`src/rtl/obi_apb_split_param_ss.sv`:
```
// OBI subordinate fanned out to NUM_TARGETS APB4 completers on a contiguous,
// equal-size address map, with per-target enables, decode errors and a wait timeout.
module obi_apb_split_param_ss #(
  parameter int                NUM_TARGETS = 4,
  parameter int                OBI_AW      = 32,
  parameter int                OBI_DW      = 32,
  parameter int                APB_AW      = 32,
  parameter int                APB_DW      = 32,
  parameter logic [OBI_AW-1:0] ADDR_BASE   = 32'h0103_0000,
  parameter int                SS_SIZE     = 32'h100,
  parameter int                TO_W        = 8
) (
  input  logic                          clk_i,
  input  logic                          reset_n_i,
  input  logic                          obi_req_i,
  output logic                          obi_gnt_o,
  input  logic [OBI_AW-1:0]             obi_addr_i,
  input  logic                          obi_we_i,
  input  logic [OBI_DW/8-1:0]           obi_be_i,
  input  logic [OBI_DW-1:0]             obi_wdata_i,
  output logic                          obi_rvalid_o,
  input  logic                          obi_rready_i,
  output logic [OBI_DW-1:0]             obi_rdata_o,
  output logic                          obi_err_o,
  input  logic [NUM_TARGETS-1:0]        ss_ctrl_icn_i,
  input  logic [TO_W-1:0]               timeout_cfg_i,
  output logic [APB_AW-1:0]             apb_paddr_o,
  output logic [APB_DW-1:0]             apb_pwdata_o,
  output logic                          apb_pwrite_o,
  output logic [APB_DW/8-1:0]           apb_pstrb_o,
  output logic                          apb_penable_o,
  output logic [NUM_TARGETS-1:0]        apb_psel_o,
  input  logic [NUM_TARGETS*APB_DW-1:0] apb_prdata_i,
  input  logic [NUM_TARGETS-1:0]        apb_pready_i,
  input  logic [NUM_TARGETS-1:0]        apb_pslverr_i,
  output logic [1:0]                    state_o
);

  localparam int SLOT_W = (SS_SIZE > 1) ? $clog2(SS_SIZE) : 1;
  localparam int IDX_W  = (NUM_TARGETS > 1) ? $clog2(NUM_TARGETS) : 1;
  localparam logic [OBI_AW:0] MAP_LO = {1'b0, ADDR_BASE};
  localparam logic [OBI_AW:0] MAP_HI = MAP_LO + (OBI_AW+1)'(NUM_TARGETS * SS_SIZE);

  typedef enum logic [1:0] {IDLE = 2'd0, SETUP = 2'd1, ACCESS = 2'd2, RESP = 2'd3} state_e;

  state_e state_q, state_d;

  logic [SLOT_W-1:0]   slot_q,  slot_d;
  logic [IDX_W-1:0]    idx_q,   idx_d;
  logic                we_q,    we_d;
  logic [OBI_DW/8-1:0] be_q,    be_d;
  logic [OBI_DW-1:0]   wdata_q, wdata_d;
  logic [OBI_DW-1:0]   rdata_q, rdata_d;
  logic                err_q,   err_d;
  logic [TO_W-1:0]     cnt_q,   cnt_d;

  logic [OBI_AW-1:0] dec_offset;
  logic [IDX_W-1:0]  dec_idx;
  logic              dec_hit;
  logic              dec_en;
  logic              dec_valid;
  logic              grant;
  logic              apb_active;
  logic              timeout_hit;
  logic [APB_DW-1:0] sel_prdata;
  logic              sel_pready;
  logic              sel_pslverr;
  logic              unused_offset;

  // Address decode, evaluated against the live request so it is sampled at grant.
  assign dec_offset    = obi_addr_i - ADDR_BASE;
  assign dec_idx       = dec_offset[SLOT_W +: IDX_W];
  assign dec_hit       = ({1'b0, obi_addr_i} >= MAP_LO) && ({1'b0, obi_addr_i} < MAP_HI);
  assign unused_offset = ^dec_offset;

  always_comb begin
    dec_en = 1'b0;
    for (int i = 0; i < NUM_TARGETS; i++) begin
      if (dec_idx == IDX_W'(i)) dec_en = ss_ctrl_icn_i[i];
    end
  end

  assign dec_valid = dec_hit & dec_en;

  always_comb begin
    sel_prdata  = '0;
    sel_pready  = 1'b0;
    sel_pslverr = 1'b0;
    for (int i = 0; i < NUM_TARGETS; i++) begin
      if (idx_q == IDX_W'(i)) begin
        sel_prdata  = apb_prdata_i[i*APB_DW +: APB_DW];
        sel_pready  = apb_pready_i[i];
        sel_pslverr = apb_pslverr_i[i];
      end
    end
  end

  // Handshakes: an OBI request is accepted on the edge where req & gnt are both
  // high; the response retires on the edge where rvalid & rready are both high.
  assign grant       = obi_gnt_o;
  assign timeout_hit = (timeout_cfg_i != '0) && (cnt_q == timeout_cfg_i - TO_W'(1));

  always_ff @(posedge clk_i) begin
    if (!reset_n_i) state_q <= IDLE;
    else            state_q <= state_d;
  end

  always_comb begin
    state_d = state_q;
    case (state_q)
      IDLE:    if (grant) state_d = dec_valid ? SETUP : RESP;
      SETUP:   state_d = ACCESS;
      ACCESS:  if (sel_pready || timeout_hit) state_d = RESP;
      RESP:    if (obi_rready_i) state_d = IDLE;
      default: state_d = IDLE;
    endcase
  end

  always_comb begin
    obi_gnt_o     = reset_n_i & obi_req_i & (state_q == IDLE);
    apb_active    = (state_q == SETUP) || (state_q == ACCESS);
    apb_penable_o = (state_q == ACCESS);
    obi_rvalid_o  = (state_q == RESP);
    obi_rdata_o   = obi_rvalid_o ? rdata_q : '0;
    obi_err_o     = obi_rvalid_o & err_q;
    apb_paddr_o   = apb_active ? APB_AW'(slot_q) : '0;
    apb_pwdata_o  = apb_active ? wdata_q : '0;
    apb_pwrite_o  = apb_active & we_q;
    apb_pstrb_o   = (apb_active && we_q) ? be_q : '0;
    apb_psel_o    = '0;
    for (int i = 0; i < NUM_TARGETS; i++) begin
      apb_psel_o[i] = apb_active && (idx_q == IDX_W'(i));
    end
    state_o       = state_q;
  end

  always_comb begin
    slot_d  = slot_q;
    idx_d   = idx_q;
    we_d    = we_q;
    be_d    = be_q;
    wdata_d = wdata_q;
    rdata_d = rdata_q;
    err_d   = err_q;
    cnt_d   = cnt_q;
    case (state_q)
      IDLE: begin
        if (grant) begin
          slot_d  = obi_addr_i[SLOT_W-1:0];
          idx_d   = dec_idx;
          we_d    = obi_we_i;
          be_d    = obi_be_i;
          wdata_d = obi_wdata_i;
          rdata_d = '0;
          err_d   = ~dec_valid;
        end
      end
      ACCESS: begin
        cnt_d = cnt_q + TO_W'(1);
        // A completion in the same cycle as the timeout takes priority.
        if (sel_pready) begin
          rdata_d = we_q ? '0 : sel_prdata;
          err_d   = sel_pslverr;
        end else if (timeout_hit) begin
          rdata_d = '0;
          err_d   = 1'b1;
        end
      end
      RESP: begin
        if (obi_rready_i) cnt_d = '0;
      end
      default: ;
    endcase
  end

  always_ff @(posedge clk_i) begin
    if (!reset_n_i) begin
      slot_q  <= '0;
      idx_q   <= '0;
      we_q    <= 1'b0;
      be_q    <= '0;
      wdata_q <= '0;
      rdata_q <= '0;
      err_q   <= 1'b0;
      cnt_q   <= '0;
    end else begin
      slot_q  <= slot_d;
      idx_q   <= idx_d;
      we_q    <= we_d;
      be_q    <= be_d;
      wdata_q <= wdata_d;
      rdata_q <= rdata_d;
      err_q   <= err_d;
      cnt_q   <= cnt_d;
    end
  end

endmodule

```
`config.mk`:
```
export PLATFORM = sky130hd
export DESIGN_NAME = obi_apb_split_param_ss
export DESIGN_NICKNAME = d
export VERILOG_FILES = /design/src/rtl/obi_apb_split_param_ss.sv
export SDC_FILE = /design/constraint.sdc
export NUM_CORES = 1
export LEC_CHECK = 0
export CELL_PAD_IN_SITES_DETAIL_PLACEMENT = 1
export CELL_PAD_IN_SITES_GLOBAL_PLACEMENT = 1
export CORE_MARGIN = 8
export CORE_UTILIZATION = 24
export DETAILED_ROUTE_END_ITERATION = 6
export PLACE_DENSITY_LB_ADDON = 0.1
export SYNTH_ARGS = -nofsm -noshare
export SYNTH_HDL_FRONTEND = slang
export SYNTH_SLANG_ARGS = --single-unit
```
`constraint.sdc`:
```
create_clock -name clk_i -period 1.7 [get_ports clk_i]
set_input_delay 0.17 -clock clk_i [delete_from_list [all_inputs] [get_ports clk_i]]
set_output_delay 0.17 -clock clk_i [all_outputs]
set_load 0.1 [all_outputs]
```
==> Implementation_results.wiki, run 1 <==
{| class="wikitable"
! Metric !! Value
|-
| Die Footprint || 27600 µm²
|-
| Fraction of the cycle the final worst path needs || 1.11
|-
| Routed via count || 5964
|-
| DRC violation total after the first TritonRoute iteration || 167
|-
| Source of the worst hold timing path || reset_n_i
|-
| Endpoint of the worst-slack reg-to-reg timing path || rdata_q[0]
|-
| Static power due to leakage || 4.33 nW
|-
| Number of slew-limit violations in the final report || 0
|-
| Setup total negative slack || -13000 ps
|-
| Worst-path fanout max || 4
|-
| Flip-flop and latch count after synthesis || 90
|-
| Post-route antenna net violation count || 0
|-
| Count of cells along the worst hold path || 3
|-
| Area delta synth->final || 111%
|-
| Chip Width || roughly 170 µm
|-
| Critical path required time || 1940 ps
|-
| Fraction of post-synthesis cell area in the top cell type by area || 0.334
|-
| Routed via count divided by cell count || 4.71
|-
| Initial antenna violation count || 1
|-
| Worst reg-to-reg path cell count || 9
|-
| H-tree lvl count || 3
|-
| Classification of the worst-slack hold path || primary input to register
|-
| Pre-CTS setup slack || -947 ps
|-
| First-pass GRT wire length || 41000 µm
|-
| Largest net degree at the start of global routing || between 60 and 70
|-
| Min Tclk post-route || approximately 1900 ps
|-
| TritonCTS clock tree || yes
|-
| Netlist area before placement || roughly 5400 µm²
|-
| Net switching fraction of the power || 0.433
|-
| Sum of buffers and inverters on the critical path || 3
|-
| Worst setup EP type || register
|-
| RD Place Congestion || 0.800
|-
| Least setup slack across all paths after layout || -180 ps
|-
| Total clock buffers created by CTS || 9
|-
| Cell taking the most area after synthesis || dfxtp_1
|-
| Placeable core region || 22400 µm²
|-
| TritonCTS sink count || 90
|-
| Cell count after synthesis || 623
|-
| Net switching component of the power || 6.03 mW
|-
| Reg-to-reg startpoint || cnt_q[6]
|-
| Fraction of registers with async set/reset || 0
|-
| Post-Route WL || 26800 µm
|-
| Dpl cell area || about 10000 µm²
|-
| Height of the chip || 166 µm
|-
| Number of port buffers || 307
|-
| Worst hold margin || 261 ps
|-
| Bufs on Longest Clock Path || 2
|-
| Reg2Reg Setup Slack || -180 ps
|-
| RSZ-0062 raised after global routing || true
|-
| Proportion of power drawn by the clock network || 0.156
|-
| Sequential element share of the synthesized area || 0.334
|-
| Fraction of final layout cells sized beyond drive strength 1 || 0.409
|-
| Maximum clock frequency || 532 MHz
|-
| Crit Path Class || register to register
|-
| Warnings, synthesis || 0
|-
| Outcome || finished, violations left
|-
| Failing checks || negative setup slack
|-
| Cts-stage hold buffer count || 0
|-
| Top Family by Delay on Critical Path || compound AO/OA/AOI/OAI gates
|-
| Cell Pwr Density || between 1000 and 1500 nW/µm²
|-
| Number of global-route vias before repair || 6772
|-
| Starting utilization of the core area || 0.241
|-
| Antenna Diode Count || 0
|-
| Crit path arrival time || 2120 ps
|-
| Count of nets after finishing || 1202
|-
| # rows || 55
|-
| Cell Chain, Critical Path || xnor2_4 -> o31a_1 -> o2111ai_2 -> a2111oi_4 -> o31a_4 -> buf_6 -> buf_12 -> buf_16 -> o21ai_2
|-
| Synth area leaders || dfxtp_1 (33%), mux4_2 (15%), nand2_1 (9.5%)
|-
| Number of failing setup endpoints in the final timing report || 109
|-
| Detailed Routing Iterations Pass 1 || 4
|-
| Grt total ovfl || 0
|-
| Design Area, Final || 11400 µm²
|-
| Relative contribution of sequential cells to total power || 0.188
|-
| Count of pins on the block boundary || 332
|-
| Element type at the critical path start || register
|-
| Power share of the combinational group || 0.656
|-
| Worst-path cell with the longest stage delay || dfxtp_4
|-
| Maxcap violations || 0
|-
| Worst vdd ir || 0.000711 V
|-
| Root buffer selected by CTS || clkbuf_16
|-
| Total count of hold-check failures in the final report || 0
|-
| Top FF cell, synth || dfxtp_1
|-
| Detailed placer's ending HPWL || slightly below 20000 µm
|-
| Number of design rule violations left after detail routing || 0
|-
| Final cell count without fillers || 1266
|-
| Clock transition at the register clock pins on the worst setup and hold paths after CTS || 70 ps
|-
| Wirelength per Cell || 21.1 µm
|-
| Delay of the slowest cell on the worst path || 370 ps
|-
| Number of synthesized flops with an enable pin || 0
|-
| Number of distinct standard cells referenced by the synthesized netlist || between 40 and 50
|-
| Total internal power || 7.89 mW
|-
| Layout Skew || ~6.5 ps
|-
| Clock latency on the worst-skew pair || between 300 and 400 ps
|-
| Global router's overall resource usage || 0.191
|-
| Synthesized area divided by synthesized cell count || 8.67 µm²
|-
| Number of instances in the placed design || 1207
|-
| Terminating pin of the worst hold path || cnt_q[2]
|}
[flip-flops by register name, summed over array words and instances, names as in the netlist]
| signal | flops |
|---|---|
| slot_q | 8 |
| be_q | 4 |
| we_q | 1 |
| err_q | 1 |
| rdata_q | 32 |
| wdata_q | 32 |
| idx_q | 2 |
| cnt_q | 8 |
| state_o | 2 |
[cells by family (layout without fill, tap and decap cells)]
logic type | Yosys count | count (layout) | share of synthesized area
AOI/OAI and AO/OA | 105 | 105 | 0.129
xor gates and xnor gates | 11 | 11 | 0.0178
adders and majority gates | 5 | 5 | 0.0116
buffers and inverters | 83 | 418 | 0.0841
DFF | 90 | 90 | 0.334
muxes | 38 | 38 | 0.152
other | 1 | 24 | 0.000695
and+or+nand+nor | 290 | 290 | 0.271
[power by group through the flow]
| stage | Clock, mW | Sequential (mW) | Combinational [mW] |
|---|---|---|---|
| floorplan | 0 | 2.77 | 4.49 |
| global placement | 0 | 2.65 | 7.18 |
| detailed placement | 0 | 2.67 | 7.29 |
| CTS | 2.23 | 2.61 | 9.40 |
| global route | 2.35 | 2.65 | 9.57 |
| finish | 2.18 | 2.61 | 9.13 |
[Yosys cell counts, drive strengths merged, types with 2 or more instances]
cell / instances
inv: 8
nor4b: 2
o31ai: 4
clkbuf: 44
nor3b: 2
dfxtp: 90
mux2i: 2
nor4: 4
nor3: 2
or3: 2
nor2b: 2
xor2: 8
nand3: 2
nand2b: 2
nand4: 36
and2: 75
a21oi: 7
xnor2: 3
ha: 5
nor2: 11
nand3b: 2
and3: 8
nand2: 136
o21ai: 85
buf: 31
o31a: 2
mux4: 35
[cells in the final DEF (no fill, tap or decap), types with 7 or more instances in the layout]
cell / instances
a21oi_2: 7
and2_4: 75
and3_4: 7
buf_12: 104
buf_4: 42
buf_6: 13
buf_8: 8
clkbuf_16: 11
clkdlybuf4s50_1: 211
conb_1: 24
dfxtp_1: 82
mux4_2: 35
nand2_1: 134
nand4_1: 36
nor2_1: 8
o21ai_0: 48
o21ai_2: 33
[per-layer routing]
layer,GRT usage,share of wire
met5,0,0
met2,0.343,0.51
met1,0.208,0.40
met3,0.0649,0.072
met4,0.0577,0.018
[final cells by class]
type                       instances  area, µm²
fill                            2361      11000
timing repair buffer             394       5050
multi-input combinational        473       3830
sequential                        90       1820
tap                              285        357
clock buffer                      11        264
clock inverter                     5       57.6
inverter                           8       40.0
[per-stage QoR]
stage               utilization  power (mW)
floorplan                     -        7.26
global placement          0.453        9.83
detailed placement        0.453        9.95
CTS                       0.509        14.2
global route              0.510        14.6
finish                    0.510        13.9
[worst min-delay path, cell delays in order]
cell and delay, ps:
buf_2 140, inv_1 200, a21oi_2 50
[worst max-delay path by stage]
stage	depth (start not counted)	startpoint	endpoint
after floorplan	4	state_o[1]	apb_psel_o[0]
after global placement	11	timeout_cfg_i[0]	err_q
after detailed placement	11	timeout_cfg_i[0]	rdata_q[31]
after CTS	10	cnt_q[2]	rdata_q[1]
after global routing	9	cnt_q[6]	rdata_q[0]
final	9	cnt_q[6]	rdata_q[0]
[repair_timing]
item,in CTS,in global routing
cloned,11,1
endpoints found under the setup margin,119,123
buffers inserted,31,11
pin swaps,49,29
gates resized for setup,111,32
No activity file was read; power rests on OpenSTA's default activity.
==> run 2: changes to the inputs <==
--- a/config.mk
+++ b/config.mk
@@ -7,6 +7,7 @@
 export LEC_CHECK = 0
 export CELL_PAD_IN_SITES_DETAIL_PLACEMENT = 1
 export CELL_PAD_IN_SITES_GLOBAL_PLACEMENT = 1
+export CORE_ASPECT_RATIO = 0.75
 export CORE_MARGIN = 8
 export CORE_UTILIZATION = 24
 export DETAILED_ROUTE_END_ITERATION = 6
==> Implementation_results.wiki, run 2 (synthesis results as in run 1) <==
{| class="wikitable"
! Metric !! Value
|-
| Placeable core region || 22100 µm² (-1.4%)
|-
| Leading cell types in the layout, fill and taps excluded || clkdlybuf4s50_1 (211), nand2_1 (134), buf_12 (105)
|-
| Top Family by Delay on Critical Path || buffers and inverters
|-
| CP most frequent cell || buf_12
|-
| Total count of hold-check failures in the final report || 0 (unchanged)
|-
| DRC violation total after the first TritonRoute iteration || 183 (+9.6%)
|-
| Chip Width || 189 µm (+14%)
|-
| Worst setup EP type || output port
|-
| FILL cells || 2337 (-1.0%)
|-
| Least setup slack across all paths after layout || -233 ps (-53.5 ps)
|-
| Cell Chain, Critical Path || inv_4 -> ha_4 -> buf_12 -> buf_12 -> buf_12 -> and3_4 -> buf_12
|-
| Cell Pwr Density || 1240 nW/µm² (+2.0%)
|-
| Setup total negative slack || -14750 ps (-1750 ps)
|-
| Worst-path fanout max || 5 (+1)
|-
| Detailed placer's ending HPWL || 19000 µm (-3.3%)
|-
| Die Footprint || 27600 µm² (+0.18%)
|-
| Classification of the worst-slack hold path || primary input to register
|-
| Height of the chip || 146 µm (-12%)
|-
| Count of pins on the block boundary || 332 (unchanged)
|-
| Cts-stage hold buffer count || 0 (unchanged)
|-
| Maximum clock frequency || 517 MHz (-2.8%)
|-
| Routed via count divided by cell count || 4.63 (-1.7%)
|-
| Starting utilization of the core area || 0.245 (+0.00342)
|-
| Total clock buffers created by CTS || 9 (unchanged)
|-
| TritonCTS sink count || 90 (unchanged)
|-
| Crit Path Class || register to output port
|-
| TritonCTS clock tree || yes
|-
| Number of slew-limit violations in the final report || 0 (unchanged)
|-
| Delay of the slowest cell on the worst path || 370 ps (about the same)
|-
| Fraction of final layout cells sized beyond drive strength 1 || 0.400 (-0.00856)
|-
| H-tree lvl count || 3 (unchanged)
|-
| Registers with the highest flip-flop counts || rdata_q x32, wdata_q x32
|-
| Static power due to leakage || 4.33 nW (-0.17%)
|-
| Number of port buffers || 307 (unchanged)
|-
| Min Tclk post-route || 1930 ps (+53.5 ps)
|-
| Post-Route WL || 26300 µm (-1.8%)
|-
| Worst-path cell with the longest stage delay || dfxtp_4
|-
| Initial antenna violation count || 2 (+1)
|-
| Routed via count || 5913 (-0.86%)
|-
| Clock latency on the worst-skew pair || 350 ps (about the same)
|-
| Bufs on Longest Clock Path || 2 (unchanged)
|-
| Element type at the critical path start || register
|-
| Global router's overall resource usage || 0.186 (-0.00502)
|-
| Number of design rule violations left after detail routing || 0 (unchanged)
|-
| Outcome || finished, violations left
|-
| Number of global-route vias before repair || 6693 (-1.2%)
|-
| # rows || 47 (-15%)
|-
| Grt total ovfl || 0 (unchanged)
|-
| Layout Skew || 8.16 ps (+1.65 ps)
|-
| Detailed Routing Iterations Pass 1 || 5 (+1)
|-
| Number of failing setup endpoints in the final timing report || 116 (+6.4%)
|-
| Power, Total || 14.2 mW (+2.2%)
|-
| Post-route antenna net violation count || 0 (unchanged)
|-
| Reg2Reg Setup Slack || -170 ps (about the same)
|-
| Critical path required time || 1530 ps (-410 ps)
|-
| Worst vdd ir || 0.000683 V (-3.9%)
|-
| Sum of buffers and inverters on the critical path || 5 (+2)
|-
| RSZ-0062 raised after global routing || true
|-
| Wirelength per Cell || 20.6 µm (-2.6%)
|-
| Most common library cell in the layout ignoring fill and taps || clkdlybuf4s50_1
|-
| Clock transition at the register clock pins on the worst setup and hold paths after CTS || 70 ps (about the same)
|-
| Maxcap violations || 0 (unchanged)
|-
| Worst max-slew margin expressed relative to the limit || 0.644
|-
| Slew at the pin with the worst max-slew slack || roughly 530 ps
|-
| Failing checks || negative setup slack
|-
| Largest net degree at the start of global routing || 48 (-21%)
|-
| Area delta synth->final || 112%
|-
| Crit path arrival time || 1760 ps (-360 ps)
|-
| RD Place Congestion || 0.829 (+3.6%)
|-
| Fraction of the cycle the final worst path needs || 1.14 (+0.0315)
|-
| Count of nets after finishing || 1203 (+0.083%)
|-
| Root buffer selected by CTS || clkbuf_16
|-
| First-pass GRT wire length || 40200 µm (-2.1%)
|}
run 2: power breakdown:
part | switching [mW] | internal (mW)
clock network | 0.940 | 1.16
logic | 5.00 | 4.53
registers | 0.181 | 2.41
run 2: cell type report:
cell class / count / area [µm²] / share of cell area
diodes: 1 / 2.50 / 0.000219
clock buffers: 10 / 229 / 0.0200
repair buffers: 395 / 5160 / 0.451
flip-flops and latches: 90 / 1820 / 0.159
multi-input cells: 473 / 3750 / 0.328
clock inverters: 6 / 72.6 / 0.00634
well taps: 294 / 368 / 0.0321
inverters: 8 / 40.0 / 0.00350
run 2: worst paths after layout:
| path | startpoint | to | cells after the start |
|---|---|---|---|
| worst max register to register | cnt_q[4] | rdata_q[15] | 8 |
| worst min-delay path | reset_n_i | err_q | 3 |
| worst max-delay path | state_o[0] | apb_pstrb_o[1] | 7 |
| worst min register to register | wdata_q[5] | wdata_q[5] | 2 |
run 2: metrics by stage:
step,hold WS [ps],utilization,setup slack (ps),cells,instance area [µm²]
after global placement,440,0.459,-825,1215,10100
after CTS,155,0.511,-306,1264,11300
after floorplan,279,-,-368,646,5890
after global routing,190,0.519,-282,1277,11400
after detailed placement,451,0.459,-1030,1215,10100
final,160,0.519,-233,1277,11400
run 2: what timing repair did:
| action | CTS | global route |
|---|---|---|
| endpoints found under the hold margin | 0 | 0 |
| endpoints found under the setup margin | 118 | 124 |
| buffers inserted | 21 | 15 |
| gates cloned | 12 | 3 |
| resized for setup | 96 | 21 |
| pin swaps | 34 | 29 |
run 2: metal layers:
layer	wire length, µm	vias up	global-route usage
li1	-	2831	-
met2	13400	165	0.319
met5	13	-	0
met1	10500	2887	0.216
met4	458	2	0.0511
met3	1930	28	0.0637
run 2: worst register-to-register path: cells and delay by family, from the launching register on:
family / cells / cell delay, ps
xor gates and xnor gates: 1 / 210
buffers and inverters: 2 / 280
DFF: 1 / 370
AOI/OAI and AO/OA: 5 / 910
